### config.mk
export PLATFORM = sky130hd
export DESIGN_NAME = alu_result_collector_flat
export DESIGN_NICKNAME = d
export VERILOG_FILES = /design/src/rtl/alu_result_collector_if.sv /design/src/rtl/alu_result_collector.sv /design/src/flat_wrapper.sv
export SDC_FILE = /design/constraint.sdc
export NUM_CORES = 1
export LEC_CHECK = 0
export ABC_CLOCK_PERIOD_IN_PS = 6000
export CAP_MARGIN = 20
export CELL_PAD_IN_SITES_DETAIL_PLACEMENT = 2
export CELL_PAD_IN_SITES_GLOBAL_PLACEMENT = 2
export CORE_ASPECT_RATIO = 1.4
export CORE_MARGIN = 5
export CORE_UTILIZATION = 40
export DETAILED_ROUTE_END_ITERATION = 16
export PLACE_DENSITY_LB_ADDON = 0.1
export SYNTH_ARGS = -nofsm -noshare
export SYNTH_HDL_FRONTEND = slang
export SYNTH_SLANG_ARGS = --single-unit
### constraint.sdc
create_clock -name CLK -period 6 [get_ports CLK]
set_clock_uncertainty 0.2 [all_clocks]
set_input_delay 1.2 -clock CLK [delete_from_list [all_inputs] [get_ports CLK]]
set_output_delay 1.2 -clock CLK [all_outputs]
set_load 0.01 [all_outputs]
### src/rtl/alu_result_collector_if.sv
// Bundle of ALU result inputs and the buffered valid/ready result port
// seen by alu_result_collector. The collector uses the slave view; the
// environment that drives the ALU results and consumes the output uses
// the master view.
interface alu_result_collector_if #(
  parameter int width = 16,
  parameter int DEPTH = 8
);
  logic [2*width-1:0]       Arith_OUT;
  logic                     Carry_OUT;
  logic                     Arith_Flag;
  logic [width-1:0]         Logic_OUT;
  logic                     Logic_Flag;
  logic [width-1:0]         CMP_OUT;
  logic                     CMP_Flag;
  logic [width:0]           SHIFT_OUT;
  logic                     SHIFT_Flag;
  logic                     CLR;
  logic [2*width-1:0]       RES_DATA;
  logic [1:0]               RES_TAG;
  logic                     RES_CARRY;
  logic                     RES_VALID;
  logic                     RES_READY;
  logic [$clog2(DEPTH):0]   COUNT;
  logic                     OVERFLOW;
  logic                     MULTI_ERR;

  modport master (
    output Arith_OUT, Carry_OUT, Arith_Flag,
    output Logic_OUT, Logic_Flag,
    output CMP_OUT, CMP_Flag,
    output SHIFT_OUT, SHIFT_Flag,
    output CLR, RES_READY,
    input  RES_DATA, RES_TAG, RES_CARRY, RES_VALID,
    input  COUNT, OVERFLOW, MULTI_ERR
  );

  modport slave (
    input  Arith_OUT, Carry_OUT, Arith_Flag,
    input  Logic_OUT, Logic_Flag,
    input  CMP_OUT, CMP_Flag,
    input  SHIFT_OUT, SHIFT_Flag,
    input  CLR, RES_READY,
    output RES_DATA, RES_TAG, RES_CARRY, RES_VALID,
    output COUNT, OVERFLOW, MULTI_ERR
  );
endinterface

### src/rtl/alu_result_collector.sv
// Collects the per-unit ALU results, tags each one with its source unit,
// widens it to 2*width bits and queues it in a small FIFO whose head is
// presented on registered valid/ready outputs. Only one result per cycle
// is accepted (Arith > Logic > CMP > Shift); losers and dropped pushes are
// recorded in sticky error flags.
module alu_result_collector #(
  parameter int width = 16,
  parameter int DEPTH = 8
) (
  input logic                  CLK,
  input logic                  RST,
  alu_result_collector_if.slave bus
);
  localparam int PTR_W  = $clog2(DEPTH);
  localparam int CNT_W  = $clog2(DEPTH) + 1;
  localparam int DATA_W = 2 * width;
  localparam logic [CNT_W-1:0] FULL_COUNT = CNT_W'(DEPTH);

  localparam logic [1:0] TAG_ARITH = 2'b00;
  localparam logic [1:0] TAG_LOGIC = 2'b01;
  localparam logic [1:0] TAG_CMP   = 2'b10;
  localparam logic [1:0] TAG_SHIFT = 2'b11;

  logic [DATA_W-1:0] mem_data  [DEPTH];
  logic [1:0]        mem_tag   [DEPTH];
  logic              mem_carry [DEPTH];

  logic [PTR_W-1:0]  wr_ptr, rd_ptr;
  logic [PTR_W-1:0]  wr_ptr_next, rd_ptr_next;
  logic [CNT_W-1:0]  count, count_next;

  logic              push_req, multi_req;
  logic              full, pop, push_ok, drop;

  logic [DATA_W-1:0] in_data;
  logic [1:0]        in_tag;
  logic              in_carry;

  logic [DATA_W-1:0] head_data;
  logic [1:0]        head_tag;
  logic              head_carry;

  logic [DATA_W-1:0] out_data;
  logic [1:0]        out_tag;
  logic              out_carry;
  logic              out_valid;
  logic              overflow, multi_err;

  assign push_req  = bus.Arith_Flag | bus.Logic_Flag | bus.CMP_Flag | bus.SHIFT_Flag;
  assign multi_req = (bus.Arith_Flag & (bus.Logic_Flag | bus.CMP_Flag | bus.SHIFT_Flag))
                   | (bus.Logic_Flag & (bus.CMP_Flag | bus.SHIFT_Flag))
                   | (bus.CMP_Flag & bus.SHIFT_Flag);

  // Pick the highest-priority flagged unit and widen its result to the tagged entry format
  always_comb begin
    in_data  = '0;
    in_tag   = TAG_ARITH;
    in_carry = 1'b0;
    if (bus.Arith_Flag) begin
      in_data  = bus.Arith_OUT;
      in_carry = bus.Carry_OUT;
    end else if (bus.Logic_Flag) begin
      in_data = {{width{1'b0}}, bus.Logic_OUT};
      in_tag  = TAG_LOGIC;
    end else if (bus.CMP_Flag) begin
      in_data = {{width{1'b0}}, bus.CMP_OUT};
      in_tag  = TAG_CMP;
    end else if (bus.SHIFT_Flag) begin
      in_data = {{(width-1){1'b0}}, bus.SHIFT_OUT};
      in_tag  = TAG_SHIFT;
    end
  end

  // Decide push/pop/drop for this edge and the resulting pointers, occupancy and head entry
  always_comb begin
    full        = (count == FULL_COUNT);
    pop         = out_valid & bus.RES_READY & ~bus.CLR;
    push_ok     = push_req & ~bus.CLR & (~full | pop);
    drop        = push_req & ~bus.CLR & full & ~pop;
    count_next  = count;
    wr_ptr_next = wr_ptr;
    rd_ptr_next = rd_ptr;
    if (bus.CLR) begin
      count_next  = '0;
      wr_ptr_next = '0;
      rd_ptr_next = '0;
    end else begin
      if (push_ok) begin
        wr_ptr_next = wr_ptr + PTR_W'(1);
      end
      if (pop) begin
        rd_ptr_next = rd_ptr + PTR_W'(1);
      end
      if (push_ok && !pop) begin
        count_next = count + CNT_W'(1);
      end else if (pop && !push_ok) begin
        count_next = count - CNT_W'(1);
      end
    end
    if (push_ok && (wr_ptr == rd_ptr_next)) begin
      head_data  = in_data;
      head_tag   = in_tag;
      head_carry = in_carry;
    end else begin
      head_data  = mem_data[rd_ptr_next];
      head_tag   = mem_tag[rd_ptr_next];
      head_carry = mem_carry[rd_ptr_next];
    end
  end

  // Write an accepted entry at the tail; storage needs no reset
  always_ff @(posedge CLK) begin
    if (push_ok) begin
      mem_data[wr_ptr]  <= in_data;
      mem_tag[wr_ptr]   <= in_tag;
      mem_carry[wr_ptr] <= in_carry;
    end
  end

  // Advance FIFO state, register the head entry and accumulate sticky errors
  always_ff @(posedge CLK or negedge RST) begin
    if (!RST) begin
      wr_ptr    <= '0;
      rd_ptr    <= '0;
      count     <= '0;
      out_valid <= 1'b0;
      out_data  <= '0;
      out_tag   <= '0;
      out_carry <= 1'b0;
      overflow  <= 1'b0;
      multi_err <= 1'b0;
    end else begin
      wr_ptr    <= wr_ptr_next;
      rd_ptr    <= rd_ptr_next;
      count     <= count_next;
      out_valid <= (count_next != '0);
      if (count_next != '0) begin
        out_data  <= head_data;
        out_tag   <= head_tag;
        out_carry <= head_carry;
      end
      if (bus.CLR) begin
        overflow  <= 1'b0;
        multi_err <= 1'b0;
      end else begin
        overflow  <= overflow | drop;
        multi_err <= multi_err | multi_req;
      end
    end
  end

  assign bus.RES_DATA  = out_data;
  assign bus.RES_TAG   = out_tag;
  assign bus.RES_CARRY = out_carry;
  assign bus.RES_VALID = out_valid;
  assign bus.COUNT     = count;
  assign bus.OVERFLOW  = overflow;
  assign bus.MULTI_ERR = multi_err;

endmodule

### src/flat_wrapper.sv
// flat-port wrapper written by rule: the top's interface ports become plain ports
module alu_result_collector_flat 
#(
  parameter int width = 16,
  parameter int DEPTH = 8
)
  (CLK, RST, bus_Arith_OUT, bus_Carry_OUT, bus_Arith_Flag, bus_Logic_OUT, bus_Logic_Flag, bus_CMP_OUT, bus_CMP_Flag, bus_SHIFT_OUT, bus_SHIFT_Flag, bus_CLR, bus_RES_READY, bus_RES_DATA, bus_RES_TAG, bus_RES_CARRY, bus_RES_VALID, bus_COUNT, bus_OVERFLOW, bus_MULTI_ERR);
  alu_result_collector_if #(.width(width), .DEPTH(DEPTH)) bus_i ();
  input logic CLK;
  input logic RST;
  input wire logic [$bits(bus_i.Arith_OUT)-1:0] bus_Arith_OUT;
  input wire logic [$bits(bus_i.Carry_OUT)-1:0] bus_Carry_OUT;
  input wire logic [$bits(bus_i.Arith_Flag)-1:0] bus_Arith_Flag;
  input wire logic [$bits(bus_i.Logic_OUT)-1:0] bus_Logic_OUT;
  input wire logic [$bits(bus_i.Logic_Flag)-1:0] bus_Logic_Flag;
  input wire logic [$bits(bus_i.CMP_OUT)-1:0] bus_CMP_OUT;
  input wire logic [$bits(bus_i.CMP_Flag)-1:0] bus_CMP_Flag;
  input wire logic [$bits(bus_i.SHIFT_OUT)-1:0] bus_SHIFT_OUT;
  input wire logic [$bits(bus_i.SHIFT_Flag)-1:0] bus_SHIFT_Flag;
  input wire logic [$bits(bus_i.CLR)-1:0] bus_CLR;
  input wire logic [$bits(bus_i.RES_READY)-1:0] bus_RES_READY;
  output wire logic [$bits(bus_i.RES_DATA)-1:0] bus_RES_DATA;
  output wire logic [$bits(bus_i.RES_TAG)-1:0] bus_RES_TAG;
  output wire logic [$bits(bus_i.RES_CARRY)-1:0] bus_RES_CARRY;
  output wire logic [$bits(bus_i.RES_VALID)-1:0] bus_RES_VALID;
  output wire logic [$bits(bus_i.COUNT)-1:0] bus_COUNT;
  output wire logic [$bits(bus_i.OVERFLOW)-1:0] bus_OVERFLOW;
  output wire logic [$bits(bus_i.MULTI_ERR)-1:0] bus_MULTI_ERR;
  assign bus_i.Arith_OUT = bus_Arith_OUT;
  assign bus_i.Carry_OUT = bus_Carry_OUT;
  assign bus_i.Arith_Flag = bus_Arith_Flag;
  assign bus_i.Logic_OUT = bus_Logic_OUT;
  assign bus_i.Logic_Flag = bus_Logic_Flag;
  assign bus_i.CMP_OUT = bus_CMP_OUT;
  assign bus_i.CMP_Flag = bus_CMP_Flag;
  assign bus_i.SHIFT_OUT = bus_SHIFT_OUT;
  assign bus_i.SHIFT_Flag = bus_SHIFT_Flag;
  assign bus_i.CLR = bus_CLR;
  assign bus_i.RES_READY = bus_RES_READY;
  assign bus_RES_DATA = bus_i.RES_DATA;
  assign bus_RES_TAG = bus_i.RES_TAG;
  assign bus_RES_CARRY = bus_i.RES_CARRY;
  assign bus_RES_VALID = bus_i.RES_VALID;
  assign bus_COUNT = bus_i.COUNT;
  assign bus_OVERFLOW = bus_i.OVERFLOW;
  assign bus_MULTI_ERR = bus_i.MULTI_ERR;
  alu_result_collector #(.width(width), .DEPTH(DEPTH)) u_core (.CLK(CLK), .RST(RST), .bus(bus_i));
endmodule
==> results.txt <==
The detailed router finished its first iteration with 517 violations. The synthesis-stage register bit count is 328. The worst hold path begins at u_core.bus.OVERFLOW. The number of cells on the worst reg-to-reg path came out at 8. The cell count after synthesis came out at 926. The core region is 34100 µm². The clock period could shrink to 4240 ps. The summed negative setup slack over all endpoints came out at 0 ps. The flow ran to the end, and the final reports show no timing, DRC or antenna violations. The type of element capturing the critical path is a flip-flop.

The aggregate global-route resource usage came out at 0.216. Before antenna repair, the detailed router went through 5 iterations. The setup violation total in the final timing report is 0.

The power per cell area came out at 366 nW/µm². The mean instance size in the synthesized netlist came out at 14.9 µm². The post-route antenna net violation count came out at 0. The number of rows created at floorplan is 80. For this run, design rule violations remaining after detail routing come to 0. STA classifies the critical path startpoint as an input port. Prior to clock tree synthesis, the placed netlist has a worst setup slack of 1230 ps. The share of synthesized registers carrying an async set or reset is 0.146. Traced cell by cell, the critical path runs through clkdlybuf4s50_1, and2_1, mux2i_4, buf_4, mux2i_1, a22oi_1, a21oi_1, o31ai_1.

The average routed wire per standard cell came out at 27.1 µm. The vias after detailed routing is 8698. The worst relative slew slack came out at 0.284. The final critical-path share of the clock period came out at 0.707. In the layout the commonest cells are 280 x sky130_fd_sc_hd__edfxtp_1, 142 x sky130_fd_sc_hd__mux2i_1, 128 x sky130_fd_sc_hd__clkdlybuf4s50_1. The path with the worst hold slack has its endpoint at u_core.bus.OVERFLOW. The final hold violation count came to 0. Summed over all layers, the global routing overflow is 0. The clock-pin slew on the worst setup and hold paths is 60 ps. The transition time of the tightest slew-check pin is 1070 ps. The number of global-route vias before repair came out at 9988. sky130_fd_sc_hd__edfxtp_1 takes more of the synthesized area than any other cell. Setup slack closes at 1760 ps. The startpoint of the worst-slack reg-to-reg timing path is u_core.bus.COUNT[0]. The number of primary I/O pins is 132. The die extent in x is 167 µm. Of the post-synthesis cell area, the dominant cell type holds 0.608.

The highest metal layer used by the detailed router is met4. The cell sitting at the root of the clock tree is a sky130_fd_sc_hd__clkbuf_16. The total nets after synthesis is 1020. For the worst setup path, the data arrival time is 4460 ps. The buffers inserted during post-CTS setup optimization is 0. The initial antenna violation count is 1.

The H-tree level count came out at 2. The worst flop-to-flop path endpoint is u_core.mem_data[5][7]. The setup slack of the worst register-to-register path is 2390 ps. The highest clock frequency the design can meet came out at 0.236 GHz. The top flip-flop cell by instance count after synthesis is sky130_fd_sc_hd__edfxtp_1. The library cell used most frequently in the layout, excluding fill and tap cells, is sky130_fd_sc_hd__edfxtp_1.

The endpoint required time on the critical path is 6220 ps. After the last flow step, the layout net total stands at 1158. The count of unique library cells instantiated by Yosys came out at 46.

Setup repair after global routing left no endpoint under its margin. The worst stage delay on the critical path is 810 ps. The path class of the tightest hold or removal check is reg2reg.

The final-layout worst hold slack is 307 ps. The number of CTS-inserted buffers came out at 34. The die area came out at 38500 µm². The sum of met2 wire segment lengths after detailed routing came out at 22.9 mm. The initial utilization of the core area, before any placement, comes to 0.405. The number of buffers inserted for hold repair after clock tree synthesis is 0. The wire length on met3 came out at 1.74 mm. The worst-case clock buffer depth came out at 3. The count of flip-flops with a built-in enable after synthesis came out at 280. Of the synthesized area, sequential elements account for 0.694. The largest net degree at the start of global routing is 82. 0 antenna diodes ended up in the layout. The worst supply voltage drop on vdd is 0.259 mV.

The cell count of the worst hold path is 2. From bottom edge to top edge, the die measures 230 µm. Summed over all cells, the static leakage comes to 6.55 nW. On the critical path, the stage with the largest delay is an instance of sky130_fd_sc_hd__buf_4.

The first global-routing pass estimated 63.3 mm of wire. In this run the worst path has a maximum fanout of 54. The fraction of final layout cells sized beyond drive strength 1 is 0.107. The met1 layer wirelength in the final routing came out at 16.5 mm. For this design, the sink count on the clock tree is 328. For the worst-skew pair, the clock arrives at the later sink with an insertion delay of 520 ps. The estimated wirelength of the detail-placed design came out at 24.6 mm. The count of pins over their slew limit came out at 0. The cell area after synthesis came out at 13800 µm². In the routed layout, each cell is associated on average with a via count of 5.65. Port buffering added 131 buffers. The number of warning messages in the yosys log is 0. The number of maximum-capacitance constraint violations is 0.

The clock tree from TritonCTS is built. The post-cts resize count came out at 0. Yosys attributes the largest share of cell area to sky130_fd_sc_hd__edfxtp_1 61%, sky130_fd_sc_hd__mux2i_1 10%, sky130_fd_sc_hd__dfrtp_1 8.7%, sky130_fd_sc_hd__a22oi_1 3.9%, sky130_fd_sc_hd__o31ai_1 2.2%. The routability-driven placement congestion ratio came out at 0.738.

The signed area change from the synthesized netlist to the final layout came out at 21.5%. The final layout contains routed wiring with a total length of 41.7 mm. The critical path is of the in2reg type.
-- metal layers --
| layer | GRT usage | vias up |
|---|---|---|
| met5 | 0 | - |
| met4 | 0.0464 | 0 |
| met3 | 0.0314 | 40 |
| met2 | 0.411 | 186 |
| met1 | 0.259 | 4596 |
| li1 | - | 3876 |
-- metrics by stage --
stage / power [mW] / instances / utilization / instance area [µm²]
floorplan: 3.50 / 926 / - / 13800
detailed placement: 4.14 / 1477 / 0.461 / 15700
CTS: 6.23 / 1538 / 0.492 / 16800
global placement: 4.09 / 1477 / 0.461 / 15700
finish: 6.16 / 1540 / 0.493 / 16800
global route: 6.43 / 1540 / 0.493 / 16800
-- worst max-delay path: cells and delay by family --
kind	cells	cell delay (ps)
buf+inv	2	1390
mux	2	730
compound gates	3	690
simple gates	1	410
-- report_power, final --
part | leakage [nW] | switching, mW | internal, mW
clock network | 0.524 | 0.874 | 1.21
logic | 2.85 | 0.692 | 0.557
registers | 3.17 | 0.125 | 2.70
-- state kept, by name (all words and copies together) (netlist names), 2 cells and up --
register / count
u_core.bus.COUNT: 4
u_core.bus.RES_DATA: 32
u_core.bus.RES_TAG: 2
u_core.mem_carry: 8
u_core.mem_data: 256
u_core.mem_tag: 16
u_core.rd_ptr: 3
u_core.wr_ptr: 3
-- Yosys cell counts, drive strengths merged, types with 5 or more instances --
| library cell | n |
|---|---|
| and2 | 19 |
| a22oi | 71 |
| mux2i | 143 |
| buf | 26 |
| edfxtp | 280 |
| o31ai | 51 |
| nand2 | 27 |
| a221oi | 17 |
| nor3 | 6 |
| a21oi | 39 |
| clkbuf | 41 |
| inv | 5 |
| dfrtp | 48 |
| o21ai | 39 |
| nor2 | 51 |
| nor2b | 21 |
-- worst max-delay path by stage --
stage | startpoint | endpoint | cells past startpoint
global placement | bus_CMP_Flag | u_core.bus.RES_DATA[8] | 8
CTS | bus_RES_READY | u_core.bus.RES_DATA[2] | 8
detailed placement | bus_RES_READY | u_core.bus.RES_DATA[11] | 8
floorplan | bus_Arith_Flag | u_core.mem_carry[0] | 5
finish | bus_RES_READY | u_core.bus.RES_DATA[2] | 8
global route | bus_RES_READY | u_core.bus.RES_DATA[2] | 8
-- cell type report --
type	instances	area, µm²
fillers	3235	17300
flip-flops and latches	328	9610
multi-input cells	526	3950
repair buffers	169	1600
clock buffers	46	917
well taps	451	564
clock inverters	15	156
inverters	5	18.8
-- cell families after synthesis --
| family | Yosys count | share of synthesized area |
|---|---|---|
| adders and majority gates | 4 | 0.00362 |
| xor gates and xnor gates | 6 | 0.00380 |
| AOI/OAI and AO/OA | 225 | 0.115 |
| and+or+nand+nor | 148 | 0.0551 |
| buffers and inverters | 72 | 0.0249 |
| DFF | 328 | 0.694 |
| muxes | 143 | 0.103 |
Power figures use the tool's default switching activity.
